$ cat config.mk
export PLATFORM = sky130hd
export DESIGN_NAME = hazard_forward_unit
export DESIGN_NICKNAME = d
export VERILOG_FILES = /design/src/rtl/hazard_forward_unit_pkg.sv /design/src/rtl/hazard_forward_unit_fwd_select.sv /design/src/rtl/hazard_forward_unit.sv
export SDC_FILE = /design/constraint.sdc
export NUM_CORES = 1
export LEC_CHECK = 0
export BUFFER_PORTS_ARGS = -buffer_cell sky130_fd_sc_hd__buf_2
export CAP_MARGIN = 20
export CORE_UTILIZATION = 39
export CTS_BUF_LIST = sky130_fd_sc_hd__clkbuf_16
export DETAILED_ROUTE_END_ITERATION = 10
export GPL_TIMING_DRIVEN = 0
export PLACE_DENSITY = 0.76
export SYNTH_ARGS = -nofsm -noshare
export SYNTH_HDL_FRONTEND = slang
export SYNTH_SLANG_ARGS = --single-unit
$ cat constraint.sdc
create_clock -name clk -period 1.8 [get_ports clk]
set_clock_uncertainty 0.05 [all_clocks]
set_input_delay 0.09 -clock clk [delete_from_list [all_inputs] [get_ports clk]]
set_output_delay 0.09 -clock clk [all_outputs]
set_load 0.05 [all_outputs]
$ cat src/rtl/hazard_forward_unit_pkg.sv
// hazard_forward_unit_pkg
//   Shared definitions for the hazard/forwarding unit:
//   - forward select encodings driven onto forwardA/forwardB
//   - register-zero index (never forwarded)
//   - bit layout of one shadow-pipeline entry:
//       [ENTRY_W-1]             valid
//       [SH_RD_LSB +: REG_W]    rd
//       [SH_WE_BIT]             we
//       [SH_LOAD_BIT]           is_load
package hazard_forward_unit_pkg;

    typedef enum logic [1:0] {
        NO_forward  = 2'b00,
        EX_forward  = 2'b01,
        MEM_forward = 2'b10,
        WB_forward  = 2'b11
    } fwd_sel_e;

    localparam int unsigned REG_ZERO    = 0;

    localparam int unsigned SH_LOAD_BIT = 0;
    localparam int unsigned SH_WE_BIT   = 1;
    localparam int unsigned SH_RD_LSB   = 2;
    localparam int unsigned SH_CTRL_W   = 3;   // valid + we + is_load

    // Total width of one shadow entry for a given register index width.
    function automatic int unsigned shadow_entry_w(input int unsigned reg_addr_w);
        return reg_addr_w + SH_CTRL_W;
    endfunction

endpackage

$ cat src/rtl/hazard_forward_unit_fwd_select.sv
// fwd_select
//   Combinational priority encoder for one source operand. Compares the
//   operand index against the EX, MEM and WB shadow entries and picks the
//   youngest stage that will write it. Register zero never matches.
//
// Ports:
//   rs         in   REG_ADDR_W  source register index from ID
//   used       in   1           instruction actually reads rs
//   id_valid   in   1           ID holds a real instruction
//   ex_entry   in   ENTRY_W     shadow entry of the EX stage
//   mem_entry  in   ENTRY_W     shadow entry of the MEM stage
//   wb_entry   in   ENTRY_W     shadow entry of the WB stage
//   sel        out  2           NO/EX/MEM/WB forward select
//   load_hit   out  1           selected producer is a load still in EX or MEM
module fwd_select
    import hazard_forward_unit_pkg::*;
#(
    parameter  int unsigned REG_ADDR_W = 5,
    localparam int unsigned ENTRY_W    = shadow_entry_w(REG_ADDR_W)
) (
    input  logic [REG_ADDR_W-1:0] rs,
    input  logic                  used,
    input  logic                  id_valid,
    input  logic [ENTRY_W-1:0]    ex_entry,
    input  logic [ENTRY_W-1:0]    mem_entry,
    input  logic [ENTRY_W-1:0]    wb_entry,
    output logic [1:0]            sel,
    output logic                  load_hit
);

    logic     ex_hit;
    logic     mem_hit;
    logic     wb_hit;
    fwd_sel_e sel_e;

    // A load that has reached WB forwards its loaded data like any other
    // writer, so the WB load flag plays no part in the decision.
    logic     unused_wb_load;
    assign unused_wb_load = wb_entry[SH_LOAD_BIT];

    function automatic logic stage_hit(
        input logic [ENTRY_W-1:0]    entry,
        input logic [REG_ADDR_W-1:0] src,
        input logic                  src_used,
        input logic                  src_valid
    );
        logic [REG_ADDR_W-1:0] entry_rd;
        entry_rd = entry[SH_RD_LSB +: REG_ADDR_W];
        return entry[ENTRY_W-1] && entry[SH_WE_BIT]
            && (entry_rd != REG_ADDR_W'(REG_ZERO))
            && (entry_rd == src) && src_used && src_valid;
    endfunction

    assign ex_hit  = stage_hit(ex_entry,  rs, used, id_valid);
    assign mem_hit = stage_hit(mem_entry, rs, used, id_valid);
    assign wb_hit  = stage_hit(wb_entry,  rs, used, id_valid);

    // Youngest producer wins.
    always_comb begin
        sel_e    = NO_forward;
        load_hit = 1'b0;
        if (ex_hit) begin
            sel_e    = EX_forward;
            load_hit = ex_entry[SH_LOAD_BIT];
        end else if (mem_hit) begin
            sel_e    = MEM_forward;
            load_hit = mem_entry[SH_LOAD_BIT];
        end else if (wb_hit) begin
            sel_e    = WB_forward;
        end
    end

    assign sel = sel_e;

endmodule

$ cat src/rtl/hazard_forward_unit.sv
// hazard_forward_unit
//   Operand forwarding selects and load-use hazard control for a 5-stage
//   pipeline. A private shadow pipeline of {valid, rd, we, is_load} tracks
//   the EX, MEM and WB occupants; all outputs are combinational from the ID
//   inputs and that shadow state.
//
// Optional build macro:
//   HAZARD_STAT_EN  enables the stall-cycle and forward-select counters;
//                   when undefined the stat ports are tied to zero.
//
// Ports:
//   clk          in   1           pipeline clock, rising edge
//   rst_n        in   1           synchronous active-low reset
//   id_valid     in   1           ID holds a real instruction
//   id_rs1       in   REG_ADDR_W  source register 1 index
//   id_rs2       in   REG_ADDR_W  source register 2 index
//   id_rs1_used  in   1           instruction reads rs1
//   id_rs2_used  in   1           instruction reads rs2
//   id_rd        in   REG_ADDR_W  destination index
//   id_we        in   1           instruction writes rd
//   id_is_load   in   1           instruction is a load
//   flush        in   1           ID instruction is wrong-path
//   forwardA     out  2           RD1 mux select
//   forwardB     out  2           RD2 mux select
//   stall        out  1           hold PC and IF/ID
//   bubble_ex    out  1           load a NOP into ID/EX
//   stat_stalls  out  STAT_W      stall cycle count
//   stat_fwds    out  STAT_W      non-NO forward select count
module hazard_forward_unit
    import hazard_forward_unit_pkg::*;
#(
    parameter int unsigned REG_ADDR_W = 5,
    parameter int unsigned STAT_W     = 32
) (
    input  logic                  clk,
    input  logic                  rst_n,
    input  logic                  id_valid,
    input  logic [REG_ADDR_W-1:0] id_rs1,
    input  logic [REG_ADDR_W-1:0] id_rs2,
    input  logic                  id_rs1_used,
    input  logic                  id_rs2_used,
    input  logic [REG_ADDR_W-1:0] id_rd,
    input  logic                  id_we,
    input  logic                  id_is_load,
    input  logic                  flush,
    output logic [1:0]            forwardA,
    output logic [1:0]            forwardB,
    output logic                  stall,
    output logic                  bubble_ex,
    output logic [STAT_W-1:0]     stat_stalls,
    output logic [STAT_W-1:0]     stat_fwds
);

    localparam int unsigned ENTRY_W = shadow_entry_w(REG_ADDR_W);

    logic [ENTRY_W-1:0] ex_q;
    logic [ENTRY_W-1:0] mem_q;
    logic [ENTRY_W-1:0] wb_q;
    logic [ENTRY_W-1:0] id_entry;
    logic               id_advance;
    logic               load_hit_a;
    logic               load_hit_b;

    fwd_select #(
        .REG_ADDR_W (REG_ADDR_W)
    ) u_fwd_a (
        .rs        (id_rs1),
        .used      (id_rs1_used),
        .id_valid  (id_valid),
        .ex_entry  (ex_q),
        .mem_entry (mem_q),
        .wb_entry  (wb_q),
        .sel       (forwardA),
        .load_hit  (load_hit_a)
    );

    fwd_select #(
        .REG_ADDR_W (REG_ADDR_W)
    ) u_fwd_b (
        .rs        (id_rs2),
        .used      (id_rs2_used),
        .id_valid  (id_valid),
        .ex_entry  (ex_q),
        .mem_entry (mem_q),
        .wb_entry  (wb_q),
        .sel       (forwardB),
        .load_hit  (load_hit_b)
    );

    // Flush beats stall: the wrong-path instruction is discarded, so there
    // is nothing to hold and fetch must be free to redirect.
    assign stall      = (load_hit_a | load_hit_b) & ~flush;
    assign bubble_ex  = stall | flush;

    assign id_advance = id_valid & ~stall & ~flush;
    assign id_entry   = {id_advance, id_rd, id_we, id_is_load};

    always_ff @(posedge clk) begin
        if (!rst_n) begin
            ex_q  <= '0;
            mem_q <= '0;
            wb_q  <= '0;
        end else begin
            wb_q  <= mem_q;
            mem_q <= ex_q;
            ex_q  <= id_entry;
        end
    end

`ifdef HAZARD_STAT_EN
    logic [STAT_W-1:0] stall_cnt_q;
    logic [STAT_W-1:0] fwd_cnt_q;
    logic [1:0]        fwd_inc;

    // Selects only count when ID actually issues this cycle.
    always_comb begin
        fwd_inc = '0;
        if (id_valid && !stall) begin
            fwd_inc = {1'b0, forwardA != NO_forward} + {1'b0, forwardB != NO_forward};
        end
    end

    always_ff @(posedge clk) begin
        if (!rst_n) begin
            stall_cnt_q <= '0;
            fwd_cnt_q   <= '0;
        end else begin
            if (stall) begin
                stall_cnt_q <= stall_cnt_q + STAT_W'(1);
            end
            fwd_cnt_q <= fwd_cnt_q + STAT_W'(fwd_inc);
        end
    end

    assign stat_stalls = stall_cnt_q;
    assign stat_fwds   = fwd_cnt_q;
`else
    assign stat_stalls = '0;
    assign stat_fwds   = '0;
`endif

endmodule

Word level (Yosys, flattened, before mapping)
Index checks and enable logic that the tools add are counted.
Widths: inputs -> output; s select.
{ "classes": {"eq_ne": 6, "muxes": 10, "n_bitwise": 7, "reduce_logical": 27} }
{ "op_table": {"columns": ["cell", "n"], "rows": [
  ["$eq 5x5->1", 6],
  ["$logic_and 1x1->1", 24],
  ["$reduce_bool 5->1", 3],
  ["$mux 2", 6],
  ["$mux 1", 4],
  ["$and 1x1->1", 3],
  ["$not 1->1", 2],
  ["$or 1x1->1", 2]
]} }
{ "totals": {"reg_bits": 24, "inputBits": 23, "output_inout_bits": 70, "word_cells": 53} }

Logic depth before layout (Yosys ltp)
Gate-level depths: netlist of run 1.
{ "depth": {"ltp_word": 12, "depth_mapped": 6, "depth_no_buf": 6} }

Modules after synthesis
From an unflattened synthesis of run 1, not the netlist that was laid out.
{ "unflattened": {"hier_cells": 195, "area_unflattened_um2": 1714.1} }
{ "modules_own_cells": {"columns": ["mod", "n_inst", "cells_per_inst", "area_per_inst_um2", "seq_area_each_um2"], "rows": [
  ["hazard_forward_unit", 1, 119, 1146.1, 480.5],
  ["fwd_select", 2, 38, 284.0, 0.0]
]} }

Least setup slack after synthesis of run 1
OpenSTA, ideal clock, no wires.
{ "synth_path": {"path_kind": "register to output", "start": "reg mem_q[5]", "end": "out stall", "arrival_ns": 2.043, "required_ns": 1.660, "setup_slack_ns": -0.383, "path_stages_with_launch": 7, "n_path_buf": 0, "path_cell_list": "dfxtp_1 or4_1 o211ai_1 or4_4 o22ai_1 a21oi_2 nor2_1"} }
{ "synth_between": {"elab_chain_cells": 9, "elab_cells_between_ends": 16, "cone_classes": "eq/ne (2); mux (4); bitwise (2); reduce/logical (8)"} }
{ "synth_rtl": {"columns": ["element", "line_no", "source"], "rows": [
  ["start, declared", "hazard_forward_unit.sv:57", "logic [ENTRY_W-1:0] mem_q;"],
  ["start signal, assigned", "hazard_forward_unit.sv:105", "mem_q <= ex_q;"],
  ["$reduce_bool 5->1", "hazard_forward_unit_fwd_select.sv:50", "&& (entry_rd != REG_ADDR_W'(REG_ZERO))"],
  ["$logic_and 1x1->1", "hazard_forward_unit_fwd_select.sv:50", null],
  ["$logic_and 1x1->1 (3 in series)", "hazard_forward_unit_fwd_select.sv:51", "&& (entry_rd == src) && src_used && src_valid;"],
  ["$mux 1", "hazard_forward_unit_fwd_select.sv:65", "end else if (mem_hit) begin"],
  ["$mux 1", "hazard_forward_unit_fwd_select.sv:62", "if (ex_hit) begin"],
  ["$or 1x1->1 (*)", "hazard_forward_unit.sv:92", "assign stall = (load_hit_a | load_hit_b) & ~flush;"],
  ["$and 1x1->1 (*)", "hazard_forward_unit.sv:92", null],
  ["end, declared", "hazard_forward_unit.sv:48", "output logic stall,"]
]} }
Mark *: on every way between the ends. The rest lies on a longest branch, timed or not.

Final worst setup path of run 1
{ "layout_path": {"start": "reg mem_q[2]", "end": "out forwardA[0]"} }
{ "layout_between": {"elab_chain_cells": 7, "elab_cells_between_ends": 8, "cone_classes": "eq/ne (1); mux (2); reduce/logical (5)"} }
{ "layout_rtl": {"columns": ["element", "line_no", "source"], "rows": [
  ["$reduce_bool 5->1", "hazard_forward_unit_fwd_select.sv:50", null],
  ["$logic_and 1x1->1", "hazard_forward_unit_fwd_select.sv:50", null],
  ["$logic_and 1x1->1 (*) (3 in series)", "hazard_forward_unit_fwd_select.sv:51", null],
  ["$mux 2 (*)", "hazard_forward_unit_fwd_select.sv:65", null],
  ["$mux 2 (*)", "hazard_forward_unit_fwd_select.sv:62", null],
  ["end, declared", "hazard_forward_unit.sv:46", "output logic [1:0] forwardA,"]
]} }
Marked as above.

==> reports/summary.txt, run 1 <==
worst hold path class -> input pin to flop
Detail Route Antenna Nets -> 0
grt total ovfl -> 0
Cell Area, Synth -> 1570 um2
Max-Cap Viols -> 0
Util after Layout -> 64.5%
RSZ-0062 raised after global routing -> yes
Reg2Reg Setup Slack -> -0.12 ns
final worst slack -> -0.457 ns
vias in the first global route -> 1142
DRT Pass-1 Iters -> 4
Clock Root Buffer -> clkbuf_16
met1 WL -> 1.14 mm
PortBufs -> 28
initial antenna violation count -> 0
Final Wtd Congestion -> 0.865
starting DRC count in detailed routing -> 11
crit path launch type -> flop
Num CTS Buffers -> 3
WL met2 -> 1.73 mm
Post-synth top cells -> buf_4, xnor2_1, dfxtp_1
hold path start -> rst_n
clk sinks -> 23
peak supply drop -> 558 uV
Routed wire per std cell -> 9.67 um
CP Capture Point -> forwardA[0]
Setup TNS Final -> -2.49 ns
Site Rows -> 22
ANT cells -> 0
filler cell count -> 314
CTS tree -> yes
drt total wl -> 3.23 mm
failing checks -> setup timing
max-slew violations -> 0
crit path from -> mem_q[2]
area leader, netlist -> buf_4
Bufs on Longest Clock Path -> 2
area share of the largest cell type after synthesis -> 30.6%
metal3 WL -> 244 um
DP HPWL -> 2.44 mm
sequential fraction of the synthesis area -> 29.3%
Cell variety after synth -> 24
count leader, synth -> buf_4
post-synthesis instance total -> 174
Die Span X -> 65.5 um
nets -> 310
vias per cell -> 3.87
ys async rst share -> 0%
Final Setup Violations -> 7
Initial Util -> 41.7%
CORE AREA -> 3770 um2
Finished Layout Cells -> 334
reg2reg end -> ex_q[7]
final instance area -> 2430 um2
fin crit period -> 2.26 ns
largest net degree at the start of global routing -> 13
period utilization -> 125%
GRT Util Overall -> 14.7%
critical path class -> flop to output port
Avg Cell Area, Syn -> 9.03 um2
Yosys warning total -> 0
r2r worst-path depth -> 6
placed insts -> 313
worst path required time -> 1.66 ns
Yosys reg bits -> 23
dpl ws -> -0.409 ns
status -> finished, violations left
Clock Pin Slew Worst Setup and Hold Paths -> 0.05 ns
CP Data Arrival Time -> 2.12 ns
I/O Pins -> 93
pwr/cell area -> 653 nW/um2
fmax -> 443 MHz
LEAKAGE -> 0.00125 uW
Vias -> 1294
first-pass GRT wire length -> 4.83 mm
top cells by area, synth -> buf_4, dfxtp_1, xnor2_1, and2_1, xor2_1
placed cell areas -> 2020 um2
share of layout cells above drive strength 1 -> 45.1%
Die Y -> 65.5 um
final hold viol count -> 0
EDFF count, synth -> 0
dominant synthesized flop cell -> dfxtp_1
Top Layer Used -> met4
Max FO, Critical Path -> 4
RR Startpoint -> ex_q[6]
Clk Latency, worst-skew pair -> 0.25 ns
CP endpoint kind -> output port
die area -> 4290 um2
synthesis-to-layout area growth -> 54.8%
CTS HTree Levels -> 1
DR DRC count -> 0
[timing repair]
| action | in CTS | in global routing |
|---|---|---|
| resized for setup | 34 | 8 |
| hold buffers | 7 | 0 |
| endpoints found under the hold margin | 7 | 0 |
| setup buffers | 9 | 1 |
| endpoints found under the setup margin | 7 | 7 |
| pin swaps | 13 | 9 |
[layout by cell type, fill, tap and decap left out]
master and n:
buf_4 71, xor2_1 6, xnor2_2 3, o21a_1 1
a21o_2 1, o211ai_4 1, clkbuf_1 2, inv_1 3
xnor2_1 21, nand2_1 2, and4b_1 1, a21o_4 1
a21oi_2 1, nand4_1 6, nor2_2 1, and2_1 21
buf_8 2, dfxtp_1 17, a21oi_4 2, or4_4 4
o211ai_1 2, dfxtp_2 2, buf_2 22, conb_1 64
or4_1 2, and2_2 1, nand2b_1 1, dlygate4sd3_1 7
buf_6 6, buf_12 1, nor4_1 1, dfxtp_4 4
nor4_4 2, clkbuf_16 3, o22ai_4 1
[per-stage QoR]
step	power (uW)	hold WS (ns)
after floorplan	1030	0.167
after global placement	1080	0.246
after CTS	1590	0.0666
after global routing	1660	0.0690
after detailed placement	1090	0.248
final	1590	0.0730
[registers in the layout, summed over array words and instances, names as in the netlist]
signal	flops
wb_q	7
mem_q	8
ex_q	8
[power breakdown]
group | switching [uW] | internal, uW
combinational | 385 | 194
clock | 165 | 296
sequential | 21.9 | 527
total | 572 | 1020
[worst max-delay path, stage by stage (launching register included)]
cell and delay (ns):
dfxtp_4 0.35, buf_4 0.14, xnor2_2 0.13, nand4_1 0.12
or4_4 0.52, buf_4 0.16, buf_6 0.11, a21o_2 0.19
buf_8 0.15
[kinds of logic after synthesis]
logic type             count (synthesis)  synth area share, %
AO/OA/AOI/OAI                         10                 4.94
XOR/XNOR                              30                 16.7
buffers and inverters                 68                 31.5
flip-flops                            23                 29.3
other                                  1                0.239
AND/OR/NAND/NOR                       42                 17.3
[layer usage]
metal | global-route usage (%) | vias to the layer above
li1 | - | 661
met1 | 14.6 | 552
met2 | 29.4 | 68
met3 | 1.56 | 13
met4 | 7.61 | 0
met5 | 0 | -
[final cells by class]
class	count	area [um2]	area share, %
plain buffers	66	488	20.1
clock buffers	3	75.1	3.09
clock inverters	1	3.75	0.154
inverters	2	7.51	0.309
multi-input cells	146	970	39.9
flip-flops and latches	23	478	19.7
well taps	48	60.1	2.47
repair buffers	45	350	14.4
[how the worst min path moves through the flow]
stage / cells after the start / slack (ns) / endpoint
2_1_floorplan: 1 / 0.17 / wb_q[1]
3_3_place_gp: 2 / 0.25 / ex_q[1]
3_5_place_dp: 2 / 0.25 / ex_q[6]
4_1_cts: 2 / 0.07 / wb_q[1]
5_1_grt: 2 / 0.07 / wb_q[1]
6_report: 2 / 0.07 / wb_q[1]
Note: power is estimated with default switching activity, not from simulation.
==> inputs of run 2 (changes only) <==
CAP_MARGIN = not set   (was 20)
REMOVE_ABC_BUFFERS = 1   (was not set)
==> run 2 against run 1 <==
  * The run still ends with setup timing left
  * Register-to-register slack better by 0.02 ns
  * Routed wire length is 9.4% lower
  * Core utilization fell by 14 points
  * Critical endpoint is now bubble_ex
  * Largest power group is now sequential cells
==> reports/summary.txt, run 2 (synthesis results as in run 1) <==
Clk Latency, worst-skew pair -> 0.25 ns (about the same)
worst-path cell chain -> or4_4 > o211ai_4 > nor4_4 > o21a_1 > a21oi_2 > nand2b_1 > buf_6
highest-count cells in the layout ignoring fill and taps -> conb_1, buf_2, xnor2_1, and2_1, dfxtp_1
max-slew violations -> 0 (unchanged)
filler cell count -> 354 (+13%)
DP HPWL -> 2.10 mm (-14%)
Detail Route Antenna Nets -> 0 (unchanged)
Site Rows -> 22 (unchanged)
dpl ws -> -0.441 ns (-0.0322 ns)
most common cell after layout, fill and taps aside -> conb_1
ANT cells -> 0 (unchanged)
Routed wire per std cell -> 11.0 um (+14%)
worst path required time -> 1.66 ns (about the same)
Die Y -> 65.5 um (unchanged)
status -> finished, violations left
Crit-path slowest cell -> or4_4
Final Setup Violations -> 7 (unchanged)
RSZ-0062 raised after global routing -> yes
Final Wtd Congestion -> 0.864 (about the same)
peak supply drop -> 498 uV (-11%)
Die Span X -> 65.5 um (unchanged)
fin crit period -> 2.21 ns (-0.0436 ns)
I/O Pins -> 93 (unchanged)
largest net degree at the start of global routing -> 24 (+11)
CP Data Arrival Time -> 2.07 ns (-0.05 ns)
Bufs on Longest Clock Path -> 2 (unchanged)
first-pass GRT wire length -> 4.20 mm (-13%)
Max FO, Critical Path -> 3 (-1)
CTS tree -> yes
Util after Layout -> 50.5% (-14 points)
synthesis-to-layout area growth -> 21.2%
placed cell areas -> 1520 um2 (-25%)
Clock Pin Slew Worst Setup and Hold Paths -> 0.06 ns (about the same)
initial antenna violation count -> 0 (unchanged)
worst hold path class -> input pin to flop
LEAKAGE -> 0.000885 uW (-29%)
vias per cell -> 4.12 (+6.3%)
clk sinks -> 23 (unchanged)
Clock Root Buffer -> clkbuf_16
grt total ovfl -> 0 (unchanged)
failing checks -> setup timing
final instance area -> 1900 um2 (-22%)
CP peak stage delay -> 0.55 ns (+0.03 ns)
starting DRC count in detailed routing -> 19 (+8)
top flop regs -> ex_q x8, mem_q x8, wb_q x7
die area -> 4290 um2 (unchanged)
nets -> 242 (-22%)
CTS HTree Levels -> 1 (unchanged)
DRT Pass-1 Iters -> 4 (unchanged)
GRT Util Overall -> 13.6% (-1.1 points)
critical path class -> flop to output port
DR DRC count -> 0 (unchanged)
PortBufs -> 28 (unchanged)
CP endpoint kind -> output port
Reg2Reg Setup Slack -> -0.10 ns (+0.02 ns)
Initial Util -> 41.7% (unchanged)
pwr/cell area -> 776 nW/um2 (+19%)
share of layout cells above drive strength 1 -> 28.4% (-17 points)
Worst Tran Pin Value -> 0.494 ns
CORE AREA -> 3770 um2 (unchanged)
period utilization -> 123% (-2.4 points)
drt total wl -> 2.93 mm (-9.4%)
final hold viol count -> 0 (unchanged)
Vias -> 1095 (-15%)
fmax -> 452 MHz (+2.0%)
crit path launch type -> flop
vias in the first global route -> 931 (-18%)
Num CTS Buffers -> 3 (unchanged)
Rel. slew slack -> 66.8%
final worst slack -> -0.413 ns (+0.0436 ns)
Max-Cap Viols -> 0 (unchanged)
Power, Total -> 1480 uW (-7.1%)
-- run 2: cell count changes in the layout (fill, tap and decap cells not counted), moves of 2 or more --
cell / previous run / this run
buf_4: 71 / 5
clkbuf_1: 2 / 0
dfxtp_2: 2 / 4
dfxtp_4: 4 / 2
-- run 2: power breakdown --
part / total, uW / leakage (uW) / switching [uW] / internal, uW
clock: 469 / 0.0000423 / 173 / 296
sequential: 549 / 0.000192 / 20.4 / 529
combinational: 459 / 0.000651 / 366 / 92.2
total: 1480 / 0.000885 / 560 / 918
-- run 2: worst paths after layout --
kind	from	end	cells after the start
setup / recovery	ex_q[6]	bubble_ex	7
hold reg to reg	mem_q[7]	wb_q[7]	1
hold / removal	flush	ex_q[7]	2
setup reg to reg	ex_q[6]	ex_q[7]	6
-- run 2: per-layer routing --
layer	share of wire, %	GRT usage (%)	up-vias
li1	-	-	526
met1	40	15.4	490
met2	51	23.8	74
met3	8.0	3.47	5
met4	1.4	5.71	0
met5	0	0	-
-- run 2: timing repair --
item / in CTS / in global routing
endpoints found under the setup margin: 7 / 7
endpoints found under the hold margin: 7 / 0
buffers inserted: 5 / 3
pin swaps: 10 / 3
gates resized for setup: 36 / 6
hold buffers: 7 / 0
-- run 2: worst max-delay path: cells and delay by family, from the launching register on --
kind	cells	cell delay, ns
buf+inv	1	0.15
simple gates	3	0.74
compound gates	3	0.59
flops	1	0.34
-- run 2: metrics by stage --
step | cells | setup TNS (ns) | hold WS, ns
after floorplan | 171 | -0.964 | 0.162
after CTS | 263 | -2.15 | 0.115
after global placement | 247 | -0.960 | 0.244
final | 266 | -2.06 | 0.119
after detailed placement | 247 | -1.61 | 0.248
after global routing | 266 | -2.66 | 0.128
-- run 2: final cells by class --
cell class | count | area, um2 | area share [%]
Clock buffer | 3 | 75.1 | 3.94
Clock inverter | 1 | 3.75 | 0.197
Inverter | 2 | 7.51 | 0.394
Multi-Input combinational cell | 146 | 958 | 50.3
Sequential cell | 23 | 473 | 24.8
Tap cell | 48 | 60.1 | 3.15
Timing Repair Buffer | 43 | 327 | 17.1
==> inputs of run 3 (changes only) <==
CORE_UTILIZATION = 47   (was 39)
PLACE_DENSITY = 0.86   (was 0.76)
clock period = 2.6 ns   (was 1.8 ns; I/O delays follow)
==> run 3 against run 2 <==
  * The run now ends clean
  * Via count down 10%
  * Combinational power shrank 37%
  * Non-clock buffer count is 15 lower
  * Clock power down 32%
  * Clock-buffer cell count stayed put
  * First-iteration DRC count rose by 53%
  * Core utilization rose by 1.1 points
  * Register-to-register slack better by 0.72 ns
  * Sequential share of layout area is 3.9 points higher
==> reports/summary.txt, run 3 (synthesis results as in run 1) <==
status -> finished clean
Bufs on Longest Clock Path -> 2 (unchanged)
vias per cell -> 3.98 (-3.3%)
DP HPWL -> 1.99 mm (-5.2%)
RSZ-0062 raised after global routing -> no
Detail Route Antenna Nets -> 0 (unchanged)
Routed wire per std cell -> 9.60 um (-13%)
Util after Layout -> 51.6% (+1.1 points)
max-slew violations -> 0 (unchanged)
grt total ovfl -> 0 (unchanged)
peak supply drop -> 446 uV (-10%)
Max FO, Critical Path -> 4 (+1)
starting DRC count in detailed routing -> 29 (+10)
initial antenna violation count -> 0 (unchanged)
placed insts -> 243 (-1.6%)
Final Setup Violations -> 0 (-7)
Crit-path slowest cell -> nor4_1
Hold EP -> ex_q[6]
CP peak stage delay -> 0.61 ns (+0.06 ns)
Num CTS Buffers -> 3 (unchanged)
CTS tree -> yes
I/O Pins -> 93 (unchanged)
Finished Layout Cells -> 247 (-7.1%)
Worst Tran Pin Value -> 0.673 ns (+0.179 ns)
crit path launch type -> flop
Rel. slew slack -> 54.7% (-12 points)
pwr/cell area -> 619 nW/um2 (-20%)
fin crit period -> 2.34 ns
Power, Total -> 990 uW (-33%)
WP buf/inv -> 1 (unchanged)
Reg2Reg Setup Slack -> 0.62 ns (+0.72 ns)
LEAKAGE -> 0.000770 uW (-13%)
GRT Util Overall -> 14.1% (+0.56 points)
largest delay contributor family on the critical path -> simple AND/OR/NAND/NOR gates
top flop regs -> ex_q x8, mem_q x8, wb_q x7
worst path required time -> 2.42 ns (+0.76 ns)
Initial Util -> 50.6% (+9.0 points)
CP Data Arrival Time -> 2.16 ns (+0.09 ns)
hold path start -> id_rd[4]
Vias -> 983 (-10%)
clk sinks -> 23 (unchanged)
Clock Root Buffer -> clkbuf_16
reg2reg end -> ex_q[7]
Clock Pin Slew Worst Setup and Hold Paths -> 0.05 ns (about the same)
r2r worst-path depth -> 6 (unchanged)
filler cell count -> 316 (-11%)
CTS HTree Levels -> 1 (unchanged)
RR Startpoint -> ex_q[6]
Setup TNS Final -> 0 ns (+2.06 ns)
Site Rows -> 20 (-9.1%)
worst hold path depth -> 2 (unchanged)
share of layout cells above drive strength 1 -> 18.7% (-9.7 points)
Clk Latency, worst-skew pair -> 0.25 ns (about the same)
drt total wl -> 2.37 mm (-19%)
nets -> 227 (-6.2%)
die area -> 3580 um2 (-17%)
placed cell areas -> 1520 um2 (-0.33%)
vias in the first global route -> 831 (-11%)
highest-count cells in the layout ignoring fill and taps -> conb_1, buf_2, xnor2_1
synthesis-to-layout area growth -> 1.83%
PortBufs -> 28 (unchanged)
largest net degree at the start of global routing -> 24 (unchanged)
first-pass GRT wire length -> 3.68 mm (-12%)
final instance area -> 1600 um2 (-16%)
fmax -> 426 MHz
Die Y -> 59.8 um (-8.6%)
most common cell after layout, fill and taps aside -> conb_1
Die Span X -> 59.8 um (-8.6%)
critical path class -> flop to output port
final hold viol count -> 0 (unchanged)
CORE AREA -> 3100 um2 (-18%)
ANT cells -> 0 (unchanged)
period utilization -> 90.2%
worst hold path class -> input pin to flop
CP endpoint kind -> output port
Final Wtd Congestion -> 0.871 (+0.83%)
DRT Pass-1 Iters -> 4 (unchanged)
worst-path cell chain -> or4_1 > o211ai_2 > nor4_1 > o22ai_1 > a21oi_2 > nand2b_1 > buf_2
DR DRC count -> 0 (unchanged)
Max-Cap Viols -> 0 (unchanged)
## run 3: changes by cell type in the layout (fill, tap and decap cells not counted), sizes merged
cell | before | now
buf | 36 | 28
dlygate4sd3 | 7 | 0
## run 3: worst reg2reg max path, delay by kind of cell (launching register included)
family / cells / cell delay [ns]
DFF: 1 / 0.39
AOI/OAI and AO/OA: 3 / 0.48
and+or+nand+nor: 3 / 0.99
## run 3: routing by layer
layer / GRT usage, % / wire length [um] / vias up / share of wire, %
met5: 0 / 0 / - / 0
met4: 4.65 / 16 / 0 / 0.67
met3: 4.11 / 198 / 3 / 8.4
met2: 24.0 / 1170 / 59 / 49
met1: 17.0 / 987 / 428 / 42
li1: - / - / 493 / -
## run 3: area by class of cell
type | count | area, um2 | share of cell area, %
Multi-Input combinational cell | 146 | 858 | 53.6
Sequential cell | 23 | 460 | 28.8
Timing Repair Buffer | 28 | 140 | 8.76
Clock buffer | 3 | 75.1 | 4.69
Tap cell | 44 | 55.1 | 3.44
Inverter | 2 | 7.51 | 0.469
Clock inverter | 1 | 3.75 | 0.235
## run 3: report_power, final
group          switching [uW]  leakage (uW)  internal (uW)
clock                     116     0.0000423            205
combinational             242      0.000539           47.5
sequential               13.1      0.000189            367
## run 3: worst max-delay path by stage
stage              from   endpoint  slack, ns  cells past startpoint
2_1_floorplan  mem_q[5]      stall       0.38                      6
3_3_place_gp    ex_q[6]  bubble_ex       0.48                      7
3_5_place_dp    ex_q[6]  bubble_ex       0.44                      7
4_1_cts         ex_q[6]  bubble_ex       0.17                      7
5_1_grt         ex_q[5]  bubble_ex       0.02                      7
6_report        ex_q[6]  bubble_ex       0.26                      7
## run 3: timing repair
item,in CTS,in global routing
setup endpoints to repair,0,1
buffers inserted,0,0
hold buffers,0,0
gates resized for setup,0,1
## run 3: stage by stage
step	hold WS, ns	worst slack, ns
5_1_grt	0.0310	0.0198
4_1_cts	0.0257	0.169
3_5_place_dp	0.288	0.439
6_report	0.0295	0.255
2_1_floorplan	0.202	0.377
3_3_place_gp	0.287	0.484
